==> src/rtl/grf_read_stage.sv <==
// grf_read_stage
//   Read-side companion of the GRF. Resolves the two D-stage source operands
//   against in-flight E/M/W writes and flags unresolved RAW hazards as a
//   stall. Resolved operands, PC and instruction are captured into the D/E
//   pipeline register.
//
//   Inputs : clk, reset (sync, active-high), D_* (decoded source info, PC,
//            instruction), GRF_RD1/2 (async file data), E/M/W write-back
//            info (WA, WE, WDValid, WD), flush.
//   Outputs: D_RD1/2 and stall (combinational), E_* (D/E register).

// Per-operand forward / hazard resolution.
module grf_fwd_lane (
  input  logic [4:0]  a,
  input  logic        use_rd,
  input  logic [31:0] rd,
  input  logic [4:0]  e_wa,
  input  logic [4:0]  m_wa,
  input  logic [4:0]  w_wa,
  input  logic        e_we,
  input  logic        m_we,
  input  logic        w_we,
  input  logic        e_rdy,
  input  logic        m_rdy,
  input  logic [31:0] e_wd,
  input  logic [31:0] m_wd,
  input  logic [31:0] w_wd,
  output logic [31:0] val,
  output logic        blocked
);
  logic hit_e, hit_m, hit_w;

  assign hit_e = e_we & (e_wa == a);
  assign hit_m = m_we & (m_wa == a);
  assign hit_w = w_we & (w_wa == a);

  // The highest-priority hit decides both data and readiness; a ready
  // lower-priority hit must not mask an unready younger producer.
  always_comb begin
    val     = rd;
    blocked = 1'b0;
    if (a == 5'd0) begin
      val = '0;
    end else if (hit_e) begin
      val     = e_wd;
      blocked = use_rd & ~e_rdy;
    end else if (hit_m) begin
      val     = m_wd;
      blocked = use_rd & ~m_rdy;
    end else if (hit_w) begin
      // File writes at the same edge we sample, so GRF data is stale here.
      val = w_wd;
    end
  end
endmodule

module grf_read_stage (
  input  logic        clk,
  input  logic        reset,
  input  logic        D_valid,
  input  logic [4:0]  D_A1,
  input  logic [4:0]  D_A2,
  input  logic        D_Use1,
  input  logic        D_Use2,
  input  logic [31:0] D_PC,
  input  logic [31:0] D_Instr,
  input  logic [31:0] GRF_RD1,
  input  logic [31:0] GRF_RD2,
  input  logic [4:0]  E_WA,
  input  logic [4:0]  M_WA,
  input  logic [4:0]  W_WA,
  input  logic        E_WE,
  input  logic        M_WE,
  input  logic        W_WE,
  input  logic        E_WDValid,
  input  logic        M_WDValid,
  input  logic [31:0] E_WD,
  input  logic [31:0] M_WD,
  input  logic [31:0] W_WD,
  input  logic        flush,
  output logic [31:0] D_RD1,
  output logic [31:0] D_RD2,
  output logic        stall,
  output logic        E_valid,
  output logic [4:0]  E_A1,
  output logic [4:0]  E_A2,
  output logic [31:0] E_RS,
  output logic [31:0] E_RT,
  output logic [31:0] E_PC,
  output logic [31:0] E_Instr
);
  localparam int NUM_OPS = 2;

  typedef struct packed {
    logic        valid;
    logic [4:0]  a1;
    logic [4:0]  a2;
    logic [31:0] rs;
    logic [31:0] rt;
    logic [31:0] pc;
    logic [31:0] instr;
  } de_reg_t;

  logic [NUM_OPS-1:0][4:0]  op_a;
  logic [NUM_OPS-1:0]       op_use;
  logic [NUM_OPS-1:0][31:0] op_rd;
  logic [NUM_OPS-1:0][31:0] op_val;
  logic [NUM_OPS-1:0]       op_blk;

  assign op_a   = {D_A2, D_A1};
  assign op_use = {D_Use2, D_Use1};
  assign op_rd  = {GRF_RD2, GRF_RD1};

  for (genvar i = 0; i < NUM_OPS; i++) begin : g_op
    grf_fwd_lane u_lane (
      .a      (op_a[i]),
      .use_rd (op_use[i]),
      .rd     (op_rd[i]),
      .e_wa   (E_WA),
      .m_wa   (M_WA),
      .w_wa   (W_WA),
      .e_we   (E_WE),
      .m_we   (M_WE),
      .w_we   (W_WE),
      .e_rdy  (E_WDValid),
      .m_rdy  (M_WDValid),
      .e_wd   (E_WD),
      .m_wd   (M_WD),
      .w_wd   (W_WD),
      .val    (op_val[i]),
      .blocked(op_blk[i])
    );
  end

  assign D_RD1 = op_val[0];
  assign D_RD2 = op_val[1];
  assign stall = D_valid & (|op_blk);

  de_reg_t de_q, de_d;

  // flush outranks stall; both inject an all-zero bubble into E.
  always_comb begin
    de_d = de_q;
    if (flush || stall) begin
      de_d = '0;
    end else begin
      de_d.valid = D_valid;
      de_d.a1    = D_A1;
      de_d.a2    = D_A2;
      de_d.rs    = op_val[0];
      de_d.rt    = op_val[1];
      de_d.pc    = D_PC;
      de_d.instr = D_Instr;
    end
  end

  always_ff @(posedge clk) begin
    if (reset) de_q <= '0;
    else       de_q <= de_d;
  end

  assign E_valid = de_q.valid;
  assign E_A1    = de_q.a1;
  assign E_A2    = de_q.a2;
  assign E_RS    = de_q.rs;
  assign E_RT    = de_q.rt;
  assign E_PC    = de_q.pc;
  assign E_Instr = de_q.instr;
endmodule

==> config.mk <==
export PLATFORM = sky130hd
export DESIGN_NAME = grf_read_stage
export DESIGN_NICKNAME = d
export VERILOG_FILES = /design/src/rtl/grf_read_stage.sv
export SDC_FILE = /design/constraint.sdc
export NUM_CORES = 1
export LEC_CHECK = 0
export ABC_AREA = 1
export ABC_CLOCK_PERIOD_IN_PS = 2300
export CAP_MARGIN = 20
export CORE_AREA = 2 2 179 181
export DETAILED_ROUTE_END_ITERATION = 12
export DIE_AREA = 0 0 181 183
export GPL_ROUTABILITY_DRIVEN = 0
export PLACE_DENSITY_LB_ADDON = 0.05
export SLEW_MARGIN = 20
export SYNTH_ARGS = -nofsm -noshare
export SYNTH_HDL_FRONTEND = slang
export SYNTH_HIERARCHICAL = 1
export SYNTH_SLANG_ARGS = --single-unit
==> constraint.sdc <==
create_clock -name clk -period 2.3 [get_ports clk]
set_input_delay 0.345 -clock clk [delete_from_list [all_inputs] [get_ports clk]]
set_output_delay 0.345 -clock clk [all_outputs]
set_load 0.01 [all_outputs]
==> impl_metrics.env <==
export IMPL_die_x_microns=181
export IMPL_grt_use_total=0.2300
export IMPL_synth_seq_cells=139
export IMPL_cap_violations=0
export IMPL_final_nets=2110
export IMPL_holdPathEnd="E_A1[0]"
export IMPL_crit_fanout=6
export IMPL_routedWlPerCell_microns=17.10
export IMPL_top_layer="met5"
export IMPL_hold_depth=3
export IMPL_die_h_microns=183
export IMPL_route_met2_wl_microns=18920
export IMPL_drive_gt1_frac=0.2142
export IMPL_post_place_cells=2180
export IMPL_initial_core_util=0.2534
export IMPL_setup_viol=0
export IMPL_crit_type="in -> out"
export IMPL_crit_chain="buf_2 -> buf_4 -> nand2_1 -> nand2_1 -> nor2_4 -> nand3_4 -> buf_12 -> buf_8 -> buf_6 -> nand3_1 -> a21oi_2 -> buf_2"
export IMPL_antenna_found_initial=3
export IMPL_p_clk_frac=0.381
export IMPL_muxShareOfSynthArea=0
export IMPL_clk_path_buf_depth=2
export IMPL_synth_edff_count=0
export IMPL_synth_simple_area_share=0.3196
export IMPL_drv_slew=0
export IMPL_grt_pass1_vias=9599
export IMPL_yosysSeqAreaShare=0.3517
export IMPL_crit_arrival_ps=1880
export IMPL_syn2layout_area_growth_pct=87.41
export IMPL_critPathMaxStageDelay_ps=220
export IMPL_cts_max_level=4
export IMPL_fin_cells=2267
export IMPL_rsz0062_at_grt="true"
export IMPL_drc_errors=0
export IMPL_crit_path_end_kind="output port"
export IMPL_crit_family="buffers and inverters"
export IMPL_hp_start="D_A1[0]"
export IMPL_synthFlopType="dfxtp_1"
export IMPL_drtPass1Iterations=5
export IMPL_dieArea_sq_um=33120
export IMPL_p_int_w=0.005281
export IMPL_cellPowerDensity_nw_per_um2=503.3
export IMPL_swShare=0.2924
export IMPL_wl_microns=38770
export IMPL_ir_worst_vdd_mv=0.4836
export IMPL_wl_met3_microns=2768
export IMPL_yosys_top_cells_area="dfxtp_1 35%, inv_1 17%, nor2_1 14%, nand2_1 6.6%, nand4_1 5.1%"
export IMPL_grt_max_degree=50
export IMPL_synth_top_area_cell="dfxtp_1"
export IMPL_drt_iter0_markers=534
export IMPL_syn_nets=1549
export IMPL_power_leakage_nw=7.689
export IMPL_std_cell_rows=65
export IMPL_netlist_area_sq_um=7913
export IMPL_synth_top_family_by_area="simple AND/OR/NAND/NOR gates"
export IMPL_dp_final_hpwl_microns=28220
export IMPL_synth_cells=1289
export IMPL_yosys_warnings=6
export IMPL_net_switching_power_w=0.002182
export IMPL_setup_worst_path_start_class="input pin"
export IMPL_hold_viol=0
export IMPL_clkTransAtPathRegs_ps=60
export IMPL_pre_cts_ws_ps=-868.2
export IMPL_async_reset_ff_frac=0
export IMPL_cts_buffers=17
export IMPL_synth_avg_cell_area_sq_um=6.139
export IMPL_io_buffer_count=463
export IMPL_cp_num_buf_inv=6
export IMPL_final_antenna_net_count=0
export IMPL_vias=9826
export IMPL_grt_pass1_wl_microns=57590
export IMPL_synth_compound_gate_area_share=0.08207
export IMPL_ys_types=22
export IMPL_cts_root_buf="clkbuf_16"
export IMPL_hp_class="in -> reg"
export IMPL_synth_top_area_share=0.3517
export IMPL_ioPinCount=464
export IMPL_grt_ovfl_total=0
export IMPL_viasPerCell=4.334
export IMPL_synth_fa_ha_area_frac=0
export IMPL_status="finished clean"
export IMPL_max_slew_margin_rel=0.7753
export IMPL_cts_num_sinks=139
export IMPL_critPathRequiredTime_ps=1960
export IMPL_cts_tree="built"
export IMPL_period_share=0.9688
export IMPL_finalWorstSetupSlack_ps=71.72
export IMPL_fmax_mhz=448.8
export IMPL_drt_met1_wl_microns=16110
export IMPL_combPwrFrac=0.277
export IMPL_seq_power_share=0.342
export IMPL_tightest_slew_ps=337.0
export IMPL_synth_xor_area_share=0.004428
export IMPL_core_area_sq_um=31230
export IMPL_period_needed_ps=2228
export IMPL_slowest_stage="buf_12"
[synthesized netlist by cell type, types with 6 or more instances]
library cell / number
a21oi_1: 64
buf_2: 25
buf_6: 30
clkbuf_1: 14
dfxtp_1: 139
inv_1: 354
inv_2: 8
nand2_1: 140
nand3_1: 73
nand4_1: 64
nor2_1: 288
nor2_4: 6
o21ai_0: 64
[what timing repair did]
item,CTS,global route
gates cloned,9,1
gates resized for setup,420,78
pin swaps,45,28
setup endpoints to repair,196,63
buffers inserted,37,9
hold buffers,0,0
[sequential cells by signal, summed over array words and instances (netlist names)]
name and cells:
E_PC 32, E_valid 1, E_A2 5, E_Instr 32, E_RT 32, E_RS 32, E_A1 5
[final cells by class]
| type | count | area [sq um] |
|---|---|---|
| fill | 3381 | 16400 |
| timing repair buffer | 615 | 5921 |
| multi-input combinational | 715 | 3661 |
| sequential | 139 | 2783 |
| inverter | 362 | 1364 |
| tap | 402 | 503.0 |
| clock buffer | 20 | 456.7 |
| clock inverter | 12 | 136.4 |
| antenna | 2 | 5.005 |
[stage by stage]
stage / power, W / instance area, sq um / utilization / TNS (ps) / hold WS [ps]
floorplan: 0.003345 / 7913 / - / 0 / 457.2
global placement: 0.004599 / 13520 / 0.4329 / -116880 / 868.8
detailed placement: 0.004605 / 13520 / 0.4329 / -122950 / 872.0
CTS: 0.007568 / 14790 / 0.4734 / -13.92 / 115.2
global route: 0.007851 / 14830 / 0.4748 / -61.45 / 137.3
finish: 0.007463 / 14830 / 0.4748 / 0 / 149.4
[cell usage in the layout, fill, tap and decap left out, types with 5 or more instances in the layout]
cell type | Yosys | final
dfxtp_1 | 139 | 139
nand4_1 | 64 | 64
o21ai_0 | 64 | 58
nor2_2 | 4 | 7
buf_4 | 2 | 115
nand3_1 | 73 | 56
clkdlybuf4s15_2 | 0 | 6
a21oi_1 | 64 | 5
clkbuf_16 | 0 | 18
clkbuf_2 | 0 | 10
buf_6 | 30 | 12
nand2_1 | 140 | 128
a21oi_2 | 0 | 59
buf_2 | 25 | 65
nor2_4 | 6 | 13
inv_2 | 8 | 8
o21ai_1 | 0 | 5
buf_12 | 0 | 25
nand3_4 | 2 | 5
nand2_2 | 1 | 12
clkdlybuf4s50_1 | 0 | 370
nand3_2 | 0 | 14
inv_1 | 354 | 352
nor2_1 | 288 | 278
[kinds of logic (layout without fill, tap and decap cells)]
| group | Yosys count | after routing |
|---|---|---|
| buffers and inverters | 435 | 1009 |
| DFF | 139 | 139 |
| xor gates and xnor gates | 4 | 4 |
| and+or+nand+nor | 582 | 582 |
| AOI/OAI and AO/OA | 129 | 129 |
| other | 0 | 2 |
[layer usage]
layer  vias up  GRT usage
met5         -          0
met4         2    0.07480
met1      4465     0.2782
met3        58    0.06156
li1       4928          -
met2       373     0.3969
[worst max path at each step]
stage	start	to	slack (ps)	cells past startpoint
6_report	D_A2[3]	D_RD2[4]	70	12
5_1_grt	D_A2[1]	D_RD2[26]	-30	11
4_1_cts	W_WA[4]	D_RD1[3]	-9	11
3_5_place_dp	D_A1[4]	D_RD1[4]	-870	9
3_3_place_gp	D_A1[4]	D_RD1[3]	-880	9
2_1_floorplan	D_A2[0]	E_RT[16]	420	14
[power groups by stage]
stage | combinational (W) | sequential (W) | clock [W]
finish | 0.00207 | 0.00255 | 0.00284
global route | 0.00224 | 0.00256 | 0.00305
CTS | 0.00207 | 0.00255 | 0.00295
detailed placement | 0.00200 | 0.00261 | 0
global placement | 0.00200 | 0.00260 | 0
floorplan | 0.000679 | 0.00267 | 0
Note: power is estimated with default switching activity, not from simulation.
